**config.mk**
```make
export PLATFORM = sky130hd
export DESIGN_NAME = rr_mux_arb_flat
export DESIGN_NICKNAME = d
export VERILOG_FILES = /design/src/rtl/rr_mux_arb_if.sv /design/src/rtl/rr_mux_arb.sv /design/src/flat_wrapper.sv
export SDC_FILE = /design/constraint.sdc
export NUM_CORES = 1
export LEC_CHECK = 0
export BUFFER_PORTS_ARGS = -buffer_cell sky130_fd_sc_hd__buf_2
export CAP_MARGIN = 10
export CORE_ASPECT_RATIO = 0.6
export CORE_UTILIZATION = 49
export CTS_CLUSTER_DIAMETER = 80
export DETAILED_ROUTE_END_ITERATION = 6
export GPL_TIMING_DRIVEN = 0
export HOLD_SLACK_MARGIN = 0.1
export PLACE_DENSITY_LB_ADDON = 0.2
export RECOVER_POWER = 100
export SYNTH_ARGS = -nofsm -noshare
export SYNTH_HDL_FRONTEND = slang
export SYNTH_SLANG_ARGS = --single-unit
```
**constraint.sdc**
```tcl
create_clock -name clk -period 4.9 [get_ports clk]
set_clock_uncertainty 0.2 [all_clocks]
set_input_delay 0.735 -clock clk [delete_from_list [all_inputs] [get_ports clk]]
set_output_delay 0.735 -clock clk [all_outputs]
set_load 0.02 [all_outputs]
```
**src/rtl/rr_mux_arb_if.sv**
```systemverilog
`default_nettype none
`timescale 1ns/1ps
// ============================================================================
// Module   : rr_mux_arb_if
// Purpose  : Producer-side channels plus consumer-side output of rr_mux_arb.
// Revision : 1.0  initial release
// ============================================================================
interface rr_mux_arb_if #(
    parameter int N     = 4,
    parameter int WIDTH = 8
);
    localparam int SEL_W = (N > 1) ? $clog2(N) : 1;

    logic [N*WIDTH-1:0] in_data;
    logic [N-1:0]       in_valid;
    logic [N-1:0]       in_ready;
    logic               force_en;
    logic [SEL_W-1:0]   force_sel;
    logic [WIDTH-1:0]   out_data;
    logic [SEL_W-1:0]   out_sel;
    logic               out_valid;
    logic               out_ready;

    modport master (
        output in_data, in_valid, force_en, force_sel, out_ready,
        input  in_ready, out_data, out_sel, out_valid
    );

    modport slave (
        input  in_data, in_valid, force_en, force_sel, out_ready,
        output in_ready, out_data, out_sel, out_valid
    );
endinterface
`default_nettype wire

```
**src/rtl/rr_mux_arb.sv**
```systemverilog
`default_nettype none
`timescale 1ns/1ps
// ============================================================================
// Module   : rr_mux_arb
// Purpose  : N-channel registered mux with round-robin/fixed-priority arbiter.
// Revision : 1.0  initial release
// ============================================================================
module rr_mux_arb #(
    parameter int N       = 4,
    parameter int WIDTH   = 8,
    parameter int RR_MODE = 1
) (
    input  wire logic    clk,
    input  wire logic    rst_n,
    rr_mux_arb_if.slave  bus
);
    localparam int SEL_W = (N > 1) ? $clog2(N) : 1;
    localparam logic [SEL_W:0]   c_n_ext = (SEL_W+1)'(N);
    localparam logic [SEL_W-1:0] c_last  = SEL_W'(N - 1);

    logic [WIDTH-1:0] r_out_data;
    logic [SEL_W-1:0] r_out_sel;
    logic             r_out_valid;
    logic [SEL_W-1:0] r_ptr;

    logic             w_load_en;
    logic [N-1:0]     w_cand;
    logic [N-1:0]     w_grant;
    logic             w_found;
    logic [SEL_W-1:0] w_gidx;
    logic [SEL_W-1:0] w_base;
    logic [SEL_W:0]   w_try;
    logic [SEL_W-1:0] w_ptr_nxt;
    logic [WIDTH-1:0] w_sel_data;

    assign w_load_en = !r_out_valid || bus.out_ready;

    // An out-of-range force_sel matches no channel, leaving the set empty.
    genvar i;
    generate
        for (i = 0; i < N; i++) begin : g_cand
            assign w_cand[i] = bus.in_valid[i] &&
                               (!bus.force_en || (bus.force_sel == SEL_W'(i)));
        end
    endgenerate

    assign w_base = (RR_MODE != 0) ? r_ptr : '0;

    always_comb begin
        w_found = 1'b0;
        w_gidx  = '0;
        w_try   = '0;
        for (int k = 0; k < N; k++) begin
            w_try = {1'b0, w_base} + (SEL_W+1)'(k);
            if (w_try >= c_n_ext) begin
                w_try = w_try - c_n_ext;
            end
            if (!w_found && w_cand[w_try[SEL_W-1:0]]) begin
                w_found = 1'b1;
                w_gidx  = w_try[SEL_W-1:0];
            end
        end
    end

    assign w_grant      = w_found ? (N'(1) << w_gidx) : '0;
    assign bus.in_ready = w_load_en ? w_grant : '0;
    assign w_sel_data   = bus.in_data[w_gidx*WIDTH +: WIDTH];
    assign w_ptr_nxt    = (w_gidx == c_last) ? '0 : w_gidx + 1'b1;

    always_ff @(posedge clk or negedge rst_n) begin
        if (!rst_n) begin
            r_out_data  <= '0;
            r_out_sel   <= '0;
            r_out_valid <= 1'b0;
            r_ptr       <= '0;
        end else if (w_load_en) begin
            if (w_found) begin
                r_out_data  <= w_sel_data;
                r_out_sel   <= w_gidx;
                r_out_valid <= 1'b1;
                if (RR_MODE != 0) begin
                    r_ptr <= w_ptr_nxt;
                end
            end else begin
                r_out_valid <= 1'b0;
            end
        end
    end

    assign bus.out_data  = r_out_data;
    assign bus.out_sel   = r_out_sel;
    assign bus.out_valid = r_out_valid;
endmodule
`default_nettype wire

```
**src/flat_wrapper.sv**
```systemverilog
// flat-port wrapper written by rule: the top's interface ports become plain ports
module rr_mux_arb_flat 
#(
    parameter int N       = 4,
    parameter int WIDTH   = 8,
    parameter int RR_MODE = 1
)
  (clk, rst_n, bus_in_data, bus_in_valid, bus_force_en, bus_force_sel, bus_out_ready, bus_in_ready, bus_out_data, bus_out_sel, bus_out_valid);
  rr_mux_arb_if #(.N(N), .WIDTH(WIDTH)) bus_i ();
  input  wire logic clk;
  input  wire logic rst_n;
  input wire logic [$bits(bus_i.in_data)-1:0] bus_in_data;
  input wire logic [$bits(bus_i.in_valid)-1:0] bus_in_valid;
  input wire logic [$bits(bus_i.force_en)-1:0] bus_force_en;
  input wire logic [$bits(bus_i.force_sel)-1:0] bus_force_sel;
  input wire logic [$bits(bus_i.out_ready)-1:0] bus_out_ready;
  output wire logic [$bits(bus_i.in_ready)-1:0] bus_in_ready;
  output wire logic [$bits(bus_i.out_data)-1:0] bus_out_data;
  output wire logic [$bits(bus_i.out_sel)-1:0] bus_out_sel;
  output wire logic [$bits(bus_i.out_valid)-1:0] bus_out_valid;
  assign bus_i.in_data = bus_in_data;
  assign bus_i.in_valid = bus_in_valid;
  assign bus_i.force_en = bus_force_en;
  assign bus_i.force_sel = bus_force_sel;
  assign bus_i.out_ready = bus_out_ready;
  assign bus_in_ready = bus_i.in_ready;
  assign bus_out_data = bus_i.out_data;
  assign bus_out_sel = bus_i.out_sel;
  assign bus_out_valid = bus_i.out_valid;
  rr_mux_arb #(.N(N), .WIDTH(WIDTH), .RR_MODE(RR_MODE)) u_core (.clk(clk), .rst_n(rst_n), .bus(bus_i));
endmodule
```
# Word level (Yosys, flattened, before mapping)
# Index checks and enable logic that the tools add are counted.
# op_classes
n_mux,24
n_eq_ne,4
reduce_logical,19
add_sub_neg,8
shifts,2
n_lt_le_gt_ge,8
# ops
cell,n
32-bit by 6-bit indexed part select with 8-bit output,1
2-bit two-way mux,9
"2-bit by 3-bit less-than comparator with 1-bit output, second input constant",4
"3-bit >= comparator, second input constant",3
1-bit two-way mux,9
1-bit binary-select mux with 2-bit select,4
4-bit two-way mux,2
"2-bit by 1-bit subtractor with 2-bit output, second input constant",4
1-bit logical AND,7
"2-bit by 2-bit adder with 3-bit output, second input constant",2
"2-bit == test, second input constant",3
1-bit zero test,5
1-bit logical OR,5
"1-bit by 2-bit << shifter with 4-bit output, first input constant",1
"2-bit by 1-bit adder with 3-bit output, second input constant",1
"2-bit by 3-bit >= comparator with 1-bit output, second input constant",1
"2-bit by 1-bit adder with 2-bit output, second input constant",1
"2-bit by 1-bit == test with 1-bit output, second input constant",1
2-bit zero test,1
2-bit AND reduction,1
# totals
elab_cells,69
inputBits,42
regBits,13

# Longest topological paths before layout
# Gate-level depths: netlist of the first run.
# logic_depth
depth_word,18
mapped_depth,11

# Worst setup path after synthesis of the first run
# No wires, ideal clock.
# synth_timing
path_type,input-to-output
start,input bus_force_sel[0]
end,output bus_in_ready[0]
path_buffers,2
t_arrival_ns,2.753
setup_slack_ns,1.212
t_required_ns,3.965
path_stages,10
path_cell_list,buf_6 -> or4b_4 -> o211ai_4 -> nor4b_2 -> nor4_4 -> and2_4 -> inv_4 -> buf_6 -> ha_1 -> and2_1
# synth_between
elab_chain_cells,18
word_cells_on_any_way,37
# synth_rtl
element,line,rtl
start: declaration,flat_wrapper.sv:15,input wire logic [$bits(bus_i.force_sel)-1:0] bus_force_sel;
"2-bit by 1-bit == test with 1-bit output, or another cell as far along",rr_mux_arb.sv:43,(!bus.force_en || (bus.force_sel == SEL_W'(i)));
1-bit logical OR,rr_mux_arb.sv:43,
1-bit logical AND,rr_mux_arb.sv:42,assign w_cand[i] = bus.in_valid[i] &&
1-bit binary-select mux with 2-bit select,rr_mux_arb.sv:58,if (!w_found && w_cand[w_try[SEL_W-1:0]]) begin
1-bit two-way mux (not written as such),rr_mux_arb.sv:58,
1-bit two-way mux,rr_mux_arb.sv:58,
1-bit zero test,rr_mux_arb.sv:58,
1-bit logical AND,rr_mux_arb.sv:58,
[3 not listed],-,
1-bit two-way mux,rr_mux_arb.sv:58,
1-bit zero test,rr_mux_arb.sv:58,
1-bit logical AND,rr_mux_arb.sv:58,
2-bit two-way mux *,rr_mux_arb.sv:58,
via u_core.w_gidx[0],rr_mux_arb.sv:30,logic [SEL_W-1:0] w_gidx;
1-bit by 2-bit << shifter with 4-bit output *,rr_mux_arb.sv:65,assign w_grant = w_found ? (N'(1) << w_gidx) : '0;
4-bit two-way mux *,rr_mux_arb.sv:65,
4-bit two-way mux *,rr_mux_arb.sv:66,assign bus.in_ready = w_load_en ? w_grant : '0;
end: declaration,flat_wrapper.sv:17,output wire logic [$bits(bus_i.in_ready)-1:0] bus_in_ready;
# The timed path passes the listed nets; every way through them passes the cells marked *. The select of a mux whose other input is x is not followed.

# Final worst setup path of the first run
# layout_timing
start,register u_core.r_ptr[0]
end,output bus_in_ready[2]
# layout_between
elab_chain_cells,17
word_cells_on_any_way,40
# layout_rtl
element,line,rtl
start: declaration,rr_mux_arb.sv:24,logic [SEL_W-1:0] r_ptr;
start signal: assignment,rr_mux_arb.sv:82,r_ptr <= w_ptr_nxt;
"parallel branches: the longest is 13 deep, another holds 2-bit by 1-bit adder with 3-bit output",-,
2-bit two-way mux *,rr_mux_arb.sv:58,
via u_core.w_gidx[0],rr_mux_arb.sv:30,
1-bit by 2-bit << shifter with 4-bit output *,rr_mux_arb.sv:65,
4-bit two-way mux *,rr_mux_arb.sv:65,
4-bit two-way mux *,rr_mux_arb.sv:66,
# Mark *: on every way through the listed nets, which the timed path passes. The select of a mux whose other input is x is not followed.

==> reports/metrics.yaml, run 1 <==
max_cap_violations: 0
synth.ff_latch_count: 13
placedInstanceArea_um2: 1460
min_path_cells: 1
drt_first_pass_iters: 4
netlist-cell-type-count: 39
critical_path.max_stage_delay_ns: 0.48
coreArea_um2: 2180
ant_diodes: 0
dominantRegCellSynth: "sky130_fd_sc_hd__dfrtp_1"
ant_nets: 0
groute.layer.met3.usage_pct: 6.10
cpMaxStageDelayCell: "sky130_fd_sc_hd__nor4_4"
wl_um: 3130
row_count: 13
clock_tree_from_tritoncts: "built"
worst_ep_arrival_time_ns: 3.34
synth_enable_flop_cells: 0
crit_fanout: 11
grtUsageMet2_pct: 39.7
first_global_vias: 953
route.detailed.wl_per_inst_um: 15.7
grt-ovfl-total: 0
synth.yosys.warnings: 0
htreeDepth: 1
totalNegativeSetupSlack_ns: 0
ir_worst_vdd_uv: 259
timing.final.setup_violations: 0
io_buffers: 55
dominant_cell_type_by_count_on_the_critical_path: "sky130_fd_sc_hd__clkbuf_1"
r2r_setup_slack_ns: 1.43
layout-drive-gt1-share_pct: 41.8
power.leakage_nw: 0.701
synth_nets: 157
fillCellCount: 183
worst_setup_path_end_kind: "primary output"
hp-start: "u_core.bus.out_sel[0]"
cell_taking_the_most_area_after_synthesis: "sky130_fd_sc_hd__dfrtp_1"
grtUsageTotal_pct: 25.9
min_path_type: "reg2reg"
placed_wire_length_estimate_after_detailed_placement_um: 2430
timing_max_transition_violations_final: 0
finalCriticalPeriod_ns: 4.27
max_clock_freq_mhz: 234
drt_iter0_markers: 58
die_height_um: 39.5
synth.top_cells.by_area: "sky130_fd_sc_hd__dfrtp_1 (28%), sky130_fd_sc_hd__mux2_2 (7.9%), sky130_fd_sc_hd__o221a_2 (6.9%), sky130_fd_sc_hd__a211o_1 (6.1%), sky130_fd_sc_hd__and3_1 (4.9%)"
drcViolationCount: 0
grt_use_met1_pct: 36.8
most_crowded_layer_after_global_routing: "met2"
post_drt_via_cell_ratio: 5.67
relSlewSlack_pct: 49.1
syn_inst: 111
die-area_um2: 2540
syn_area_um2: 1150
gp_congestion: 0.725
holdPathEnd: "u_core.bus.out_sel[0]"
worstPathRequired_ns: 3.96
kind_of_launch_point_of_the_worst_setup_path: "register"
fin_area_um2: 1480
number_of_buffers_created_by_cts: 3
rsz0062_at_grt: "false"
cts_sink_cnt: 13
power_per_cell_area_nw_per_um2: 552
floorplan.initialDensity_pct: 52.6
max-clock-path-buffers: 2
cts_resized: 0
worstReg2RegStart: "u_core.r_ptr[0]"
timing.setup.critical_path_class: "reg2out"
worstRegToRegCells: 10
design.final.nets: 217
cts.reportedPaths.clkPinSlew_ns: 0.06
fraction_of_post_synthesis_cell_area_in_the_top_cell_type_by_area_pct: 28.4
floorplan.die.width_um: 64.4
avgSynthCellArea_um2: 10.3
pin_count: 57
grt_max_degree: 14
syn_to_final_growth_pct: 29.1
cts_root_buf: "sky130_fd_sc_hd__clkbuf_8"
finalHoldViolCount: 0
timing_worst_slew_pin_value_ns: 0.763
cts_hold_buffers: 0
crit_chain: "clkbuf_1, clkbuf_1, nand4b_1, o211ai_4, nor4b_1, nor4_4, and2_4, inv_4, buf_6, ha_1, and2_1, buf_2"
synth_most_common_cell: "sky130_fd_sc_hd__dfrtp_1"
synth-async-reset-ratio_pct: 100
clock_insertion_delay_worst_skew_ns: 0.24
grt_pass1_wl_um: 4720
yosysSeqAreaShare_pct: 28.4
outcome: "complete, no violations"
final.period_utilization_pct: 87.2
synth_common_cells: "sky130_fd_sc_hd__dfrtp_1 (13), sky130_fd_sc_hd__and3_1 (9), sky130_fd_sc_hd__a211o_1 (8), sky130_fd_sc_hd__mux2_2 (8), sky130_fd_sc_hd__o221a_2 (7)"
antenna_violations_before_repair: 0
postCtsSetupBuffers: 0
r2r_end: "u_core.bus.out_data[6]"
vias: 1134
[flip-flops by register name, indices dropped and copies added (netlist names)]
name                  count
u_core.bus.out_data       8
u_core.bus.out_sel        2
u_core.bus.out_valid      1
u_core.r_ptr              2
[cell usage in the layout, fill, tap and decap left out, drive strengths merged]
cell type	n
buf	45
clkbuf	20
dfrtp	13
and3	9
mux2	9
a211o	8
o221a	8
inv	7
and2	6
mux2i	4
nand2	4
o21ai	4
ha	4
nand4b	3
o211ai	3
nor3	3
or4bb	2
nor3b	2
nor2	2
a21oi	2
nor4	2
or4b	1
nor4b	1
nand4	1
nand4bb	1
o211a	1
and4	1
o2bb2ai	1
a21boi	1
a2bb2oi	1
a21bo	1
[cell families after synthesis]
kind of cell | count (synthesis) | synth area share [%]
DFF | 13 | 28.4
buffers and inverters | 13 | 6.00
AOI/OAI and AO/OA | 30 | 23.7
and+or+nand+nor | 38 | 24.9
adders and majority gates | 4 | 4.37
muxes | 13 | 12.7
[per-stage QoR]
| step | worst slack, ns | hold WS (ns) | std cells | total power, mW | utilization [%] |
|---|---|---|---|---|---|
| global placement | 0.903 | 0.289 | 196 | 0.704 | 66.9 |
| detailed placement | 0.889 | 0.309 | 196 | 0.729 | 66.9 |
| floorplan | 1.21 | 0.239 | 111 | 0.580 | - |
| CTS | 0.877 | 0.179 | 200 | 0.831 | 69.0 |
| finish | 0.627 | 0.329 | 200 | 0.817 | 67.9 |
| global route | 0.386 | 0.347 | 200 | 0.869 | 67.9 |
[critical path, delay by kind of cell, from the launching register on]
kind | cells | cell delay [ns]
and+or+nand+nor | 5 | 1.25
DFF | 1 | 0.32
adders and majority gates | 1 | 0.18
AOI/OAI and AO/OA | 1 | 0.18
buffers and inverters | 5 | 1.17
[report_power, final]
group | switching (mW) | internal, mW | total, mW
clock | 0.0398 | 0.0575 | 0.0973
sequential | 0.0318 | 0.157 | 0.189
combinational | 0.304 | 0.226 | 0.530
total | 0.376 | 0.441 | 0.817
[routing by layer]
layer,routed length (um),vias up,share of wire [%]
li1,-,556,-
met1,1480,528,47
met2,1430,44,46
met3,186,6,5.9
met4,32,0,1.0
met5,0,-,0
[how the worst max path moves through the flow]
stage,endpoint,depth (start not counted),start,slack (ns)
final,bus_in_ready[2],12,u_core.r_ptr[0],0.63
after global routing,bus_in_ready[2],12,u_core.r_ptr[0],0.39
after CTS,bus_in_ready[2],11,bus_force_sel[1],0.88
after detailed placement,bus_in_ready[2],11,bus_force_sel[1],0.89
after global placement,bus_in_ready[2],11,bus_force_sel[1],0.90
after floorplan,bus_in_ready[0],10,bus_force_sel[0],1.21
[cell type report]
class / count / area [um2] / share of cell area (%)
Sequential cell: 13 / 325 / 22.0
Multi-Input combinational cell: 85 / 746 / 50.4
Timing Repair Buffer: 55 / 260 / 17.6
Tap cell: 30 / 37.5 / 2.54
Buffer: 6 / 37.5 / 2.54
Clock buffer: 4 / 45.0 / 3.04
Inverter: 7 / 28.8 / 1.94
Note: power is estimated with default switching activity, not from simulation.
==> run 2: changes to the inputs <==
CORE_ASPECT_RATIO = 0.7   (was 0.6)
==> reports/metrics.yaml, run 2 (synthesis gave the netlist of run 1 again) <==
outcome: "complete, no violations"
htreeDepth: 1
r2r_end: "u_core.bus.out_data[4]"
floorplan.die.width_um: 59.8
largest_reg_flops: 8
dominant_cell_type_by_count_on_the_critical_path: "sky130_fd_sc_hd__clkbuf_1"
worstRegToRegCells: 9
cts_hold_buffers: 0
ir_worst_vdd_uv: 222
totalNegativeSetupSlack_ns: 0
pin_count: 57
drt_first_pass_iters: 4
row_count: 14
final.period_utilization_pct: 86.8
ant_diodes: 0
layout-drive-gt1-share_pct: 41.2
power.leakage_nw: 0.687
floorplan.initialDensity_pct: 52.8
vias: 1147
io_buffers: 55
kind_of_launch_point_of_the_worst_setup_path: "register"
critical_path.max_stage_delay_ns: 0.48
max_clock_freq_mhz: 235
power_per_cell_area_nw_per_um2: 530
worst_setup_path_end_kind: "primary output"
gp_congestion: 0.798
drcViolationCount: 0
critical_path.top_delay_family: "simple AND/OR/NAND/NOR gates"
worstPathBufferInverterCount: 5
die_height_um: 42.5
grt-ovfl-total: 0
timing_max_transition_violations_final: 0
syn_to_final_growth_pct: 28.1
route.detailed.wl_per_inst_um: 14.9
min_path_type: "in2async"
coreArea_um2: 2170
cts_root_buf: "sky130_fd_sc_hd__clkbuf_4"
cts_sink_cnt: 13
grt_pass1_wl_um: 4810
fillCellCount: 194
worstPathRequired_ns: 3.96
first_global_vias: 1083
layout_commonest_cell: "sky130_fd_sc_hd__buf_2"
design_power_total_mw: 0.777
die-area_um2: 2540
clock_insertion_delay_worst_skew_ns: 0.27
start_point_of_the_critical_path: "u_core.r_ptr[0]"
cts.reportedPaths.clkPinSlew_ns: 0.08
max_cap_violations: 0
rsz0062_at_grt: "false"
crit_cells: 12
crit_chain: "clkbuf_1, clkbuf_1, nand4b_1, o211ai_4, nor4b_2, nor4_4, and2_4, inv_4, buf_6, ha_1, and2_1, clkbuf_1"
drt_iter0_markers: 48
layout_common_cells: "sky130_fd_sc_hd__buf_2 (41), sky130_fd_sc_hd__clkbuf_1 (19), sky130_fd_sc_hd__dfrtp_1 (13)"
antenna_violations_before_repair: 0
relSlewSlack_pct: 48.9
timing.setup.critical_path_class: "reg2out"
wl_um: 3020
cpMaxStageDelayCell: "sky130_fd_sc_hd__nor4_4"
number_of_buffers_created_by_cts: 3
design.final.nets: 217
ant_nets: 0
post_drt_via_cell_ratio: 5.68
finalHoldViolCount: 0
grt_max_degree: 14
worst_ep_arrival_time_ns: 3.32
crit_fanout: 11
cts_resized: 0
timing.final.setup_violations: 0
timing_worst_slew_pin_value_ns: 0.767
worstReg2RegStart: "u_core.r_ptr[0]"
placed_wire_length_estimate_after_detailed_placement_um: 2380
r2r_setup_slack_ns: 1.51
finalCriticalPeriod_ns: 4.25
grtUsageTotal_pct: 25.5
clock_tree_from_tritoncts: "built"
postCtsSetupBuffers: 0
max-clock-path-buffers: 2
[run 2: worst reg2reg max path: cells and delay by family, from the launching register on]
kind | cells | cell delay, ns
and+or+nand+nor | 3 | 1.05
AOI/OAI and AO/OA | 4 | 0.87
buffers and inverters | 2 | 0.82
DFF | 1 | 0.33
[run 2: worst max-delay path by stage]
stage,slack (ns),to
floorplan,1.21,bus_in_ready[0]
global placement,0.89,bus_in_ready[2]
detailed placement,0.85,bus_in_ready[2]
CTS,0.85,bus_in_ready[2]
global route,0.38,bus_in_ready[2]
finish,0.65,bus_in_ready[2]
[run 2: through the flow]
| step | util (%) | cell area, um2 | worst slack, ns | cells | hold WS (ns) |
|---|---|---|---|---|---|
| floorplan | - | 1150 | 1.21 | 111 | 0.239 |
| global placement | 67.3 | 1460 | 0.891 | 198 | 0.288 |
| detailed placement | 67.3 | 1460 | 0.853 | 198 | 0.318 |
| CTS | 68.5 | 1490 | 0.851 | 202 | 0.140 |
| global route | 67.6 | 1470 | 0.379 | 202 | 0.349 |
| finish | 67.6 | 1470 | 0.649 | 202 | 0.305 |
[run 2: layer usage]
layer  up-vias  part of all wire (%)  global-route usage (%)
met3         2                   6.8                    5.56
li1        550                     -                       -
met5         -                     0                       0
met2        52                    48                    43.1
met1       543                    45                    32.8
met4         0                  0.36                    6.05
[run 2: cell type report]
class | count | area (um2) | share of cell area, %
Inverter | 7 | 28.8 | 1.96
Buffer | 6 | 37.5 | 2.56
Multi-Input combinational cell | 85 | 752 | 51.2
Clock buffer | 4 | 26.3 | 1.79
Timing Repair Buffer | 55 | 258 | 17.6
Sequential cell | 13 | 325 | 22.2
Tap cell | 32 | 40.0 | 2.73
[run 2: where the power goes]
group / switching, mW / internal, mW / total [mW] / leakage, nW
Clock: 0.0346 / 0.0315 / 0.0661 / 0.0150
Combinational: 0.299 / 0.225 / 0.524 / 0.526
Sequential: 0.0301 / 0.157 / 0.187 / 0.147
Total: 0.364 / 0.413 / 0.777 / 0.687
==> run 3: changes to the inputs <==
==> constraint.sdc (replaced) <==
create_clock -name clk -period 4.9 [get_ports clk]
set_clock_uncertainty 0.2 [all_clocks]
set_input_delay 0.98 -clock clk [delete_from_list [all_inputs] [get_ports clk]]
set_output_delay 0.98 -clock clk [all_outputs]
set_load 0.02 [all_outputs]
==> reports/metrics.yaml, run 3 (synthesis gave the netlist of run 1 again) <==
antenna_violations_before_repair: 0
max_cap_violations: 0
die_height_um: 42.5
htreeDepth: 1
r2r_end: "u_core.bus.out_data[4]"
post_drt_via_cell_ratio: 5.73
largest_reg_flops: 8
syn_to_final_growth_pct: 28.4
timing.setup.critical_path_class: "in2out"
grt_max_degree: 14
cts_sink_cnt: 13
finalCriticalPeriod_ns: 4.62
wl_um: 3030
vias: 1157
worst_setup_path_end_kind: "primary output"
max_clock_freq_mhz: 217
share_clk_of_total_power_pct: 8.5
worstRegToRegCells: 9
drt_iter0_markers: 34
worst_ep_arrival_time_ns: 3.44
ir_worst_vdd_uv: 222
grt_pass1_wl_um: 4810
timing_max_transition_violations_final: 0
drcViolationCount: 0
design_power_total_mw: 0.780
power.leakage_nw: 0.696
cts_resized: 0
postCtsSetupBuffers: 0
share_comb_of_total_power_pct: 67.5
crit_fanout: 11
timing.final.setup_violations: 0
crit_chain: "clkbuf_1, or4b_4, o211ai_4, nor4b_2, nor4_4, and2_4, inv_4, buf_6, ha_1, and2_1, clkbuf_2"
outcome: "complete, no violations"
relSlewSlack_pct: 49.6
number_of_buffers_created_by_cts: 3
min_path_cells: 1
placedInstanceArea_um2: 1460
kind_of_launch_point_of_the_worst_setup_path: "input port"
layout_commonest_cell: "sky130_fd_sc_hd__buf_2"
holdPathEnd: "u_core.bus.out_sel[0]"
hp-start: "u_core.bus.out_sel[0]"
fin_area_um2: 1470
rsz0062_at_grt: "false"
coreArea_um2: 2170
switchingPower_mw: 0.364
worstReg2RegStart: "u_core.r_ptr[0]"
gp_congestion: 0.798
ant_diodes: 0
cts_hold_buffers: 0
ant_nets: 0
critical_path.max_stage_delay_ns: 0.57
sw_frac_of_total_pct: 46.6
start_point_of_the_critical_path: "bus_force_sel[1]"
floorplan.initialDensity_pct: 52.8
drt_first_pass_iters: 4
r2r_setup_slack_ns: 1.71
clock_tree_from_tritoncts: "built"
floorplan.die.width_um: 59.8
timing_worst_slew_pin_value_ns: 0.757
clock_insertion_delay_worst_skew_ns: 0.27
pin_count: 57
max-clock-path-buffers: 2
cts_root_buf: "sky130_fd_sc_hd__clkbuf_4"
layout-drive-gt1-share_pct: 42.9
cts.reportedPaths.clkPinSlew_ns: 0.08
die-area_um2: 2540
cpMaxStageDelayCell: "sky130_fd_sc_hd__or4b_4"
grt-ovfl-total: 0
placed_wire_length_estimate_after_detailed_placement_um: 2380
route.detailed.wl_per_inst_um: 15.0
cell_internal_pwr_mw: 0.416
io_buffers: 55
totalNegativeSetupSlack_ns: 0
seq_power_share_pct: 24.0
first_global_vias: 1083
final.period_utilization_pct: 94.2
grtUsageTotal_pct: 25.5
final.setup.worst_slack_ns: 0.284
row_count: 14
design.final.nets: 217
place_worst_setup_slack_ns: 0.363
power_per_cell_area_nw_per_um2: 530
worstPathRequired_ns: 3.72
min_path_type: "reg2reg"
finalHoldViolCount: 0
layout_common_cells: "sky130_fd_sc_hd__buf_2 (43), sky130_fd_sc_hd__clkbuf_1 (16), sky130_fd_sc_hd__dfrtp_1 (13)"
-- run 3: worst max path at each step --
stage	slack (ns)	end	cells after the start
2_1_floorplan	0.72	bus_in_ready[0]	10
3_3_place_gp	0.40	bus_in_ready[2]	11
3_5_place_dp	0.36	bus_in_ready[2]	11
4_1_cts	0.36	bus_in_ready[2]	11
5_1_grt	0.08	bus_in_ready[2]	11
6_report	0.28	bus_in_ready[2]	11
-- run 3: cell type report --
type	instances	area, um2
buffer	6	40.0
clock buffer	4	26.3
fill	191	701
inverter	7	28.8
multi-input combinational	85	752
sequential	13	325
tap	32	40.0
timing repair buffer	55	259
-- run 3: metal layers --
metal  share of wire [%]  vias up  global-route usage (%)
met5                   0        -                       0
met4                0.36        0                    6.05
met3                 6.7        2                    5.56
met2                  48       50                    43.1
met1                  44      555                    32.8
li1                    -      550                       -
-- run 3: critical path, delay by kind of cell --
kind                     cells  cell delay (ns)
adder cells (fa/ha/maj)      1             0.18
buffers and inverters        4             0.56
AO/OA/AOI/OAI                1             0.14
AND/OR/NAND/NOR              5             1.57
-- run 3: through the flow --
step / instances / hold slack, ns / utilization, %
after detailed placement: 198 / 0.318 / 67.3
after global routing: 202 / 0.356 / 67.7
after floorplan: 111 / 0.387 / -
after global placement: 198 / 0.288 / 67.3
after CTS: 202 / 0.332 / 68.5
final: 202 / 0.324 / 67.7
-- run 3: power groups by stage --
stage	sequential (mW)	combinational, mW	clock (mW)
final	0.187	0.527	0.0661
after global routing	0.193	0.575	0.0734
after CTS	0.186	0.538	0.0693
after detailed placement	0.187	0.536	0
after global placement	0.183	0.519	0
after floorplan	0.236	0.344	0
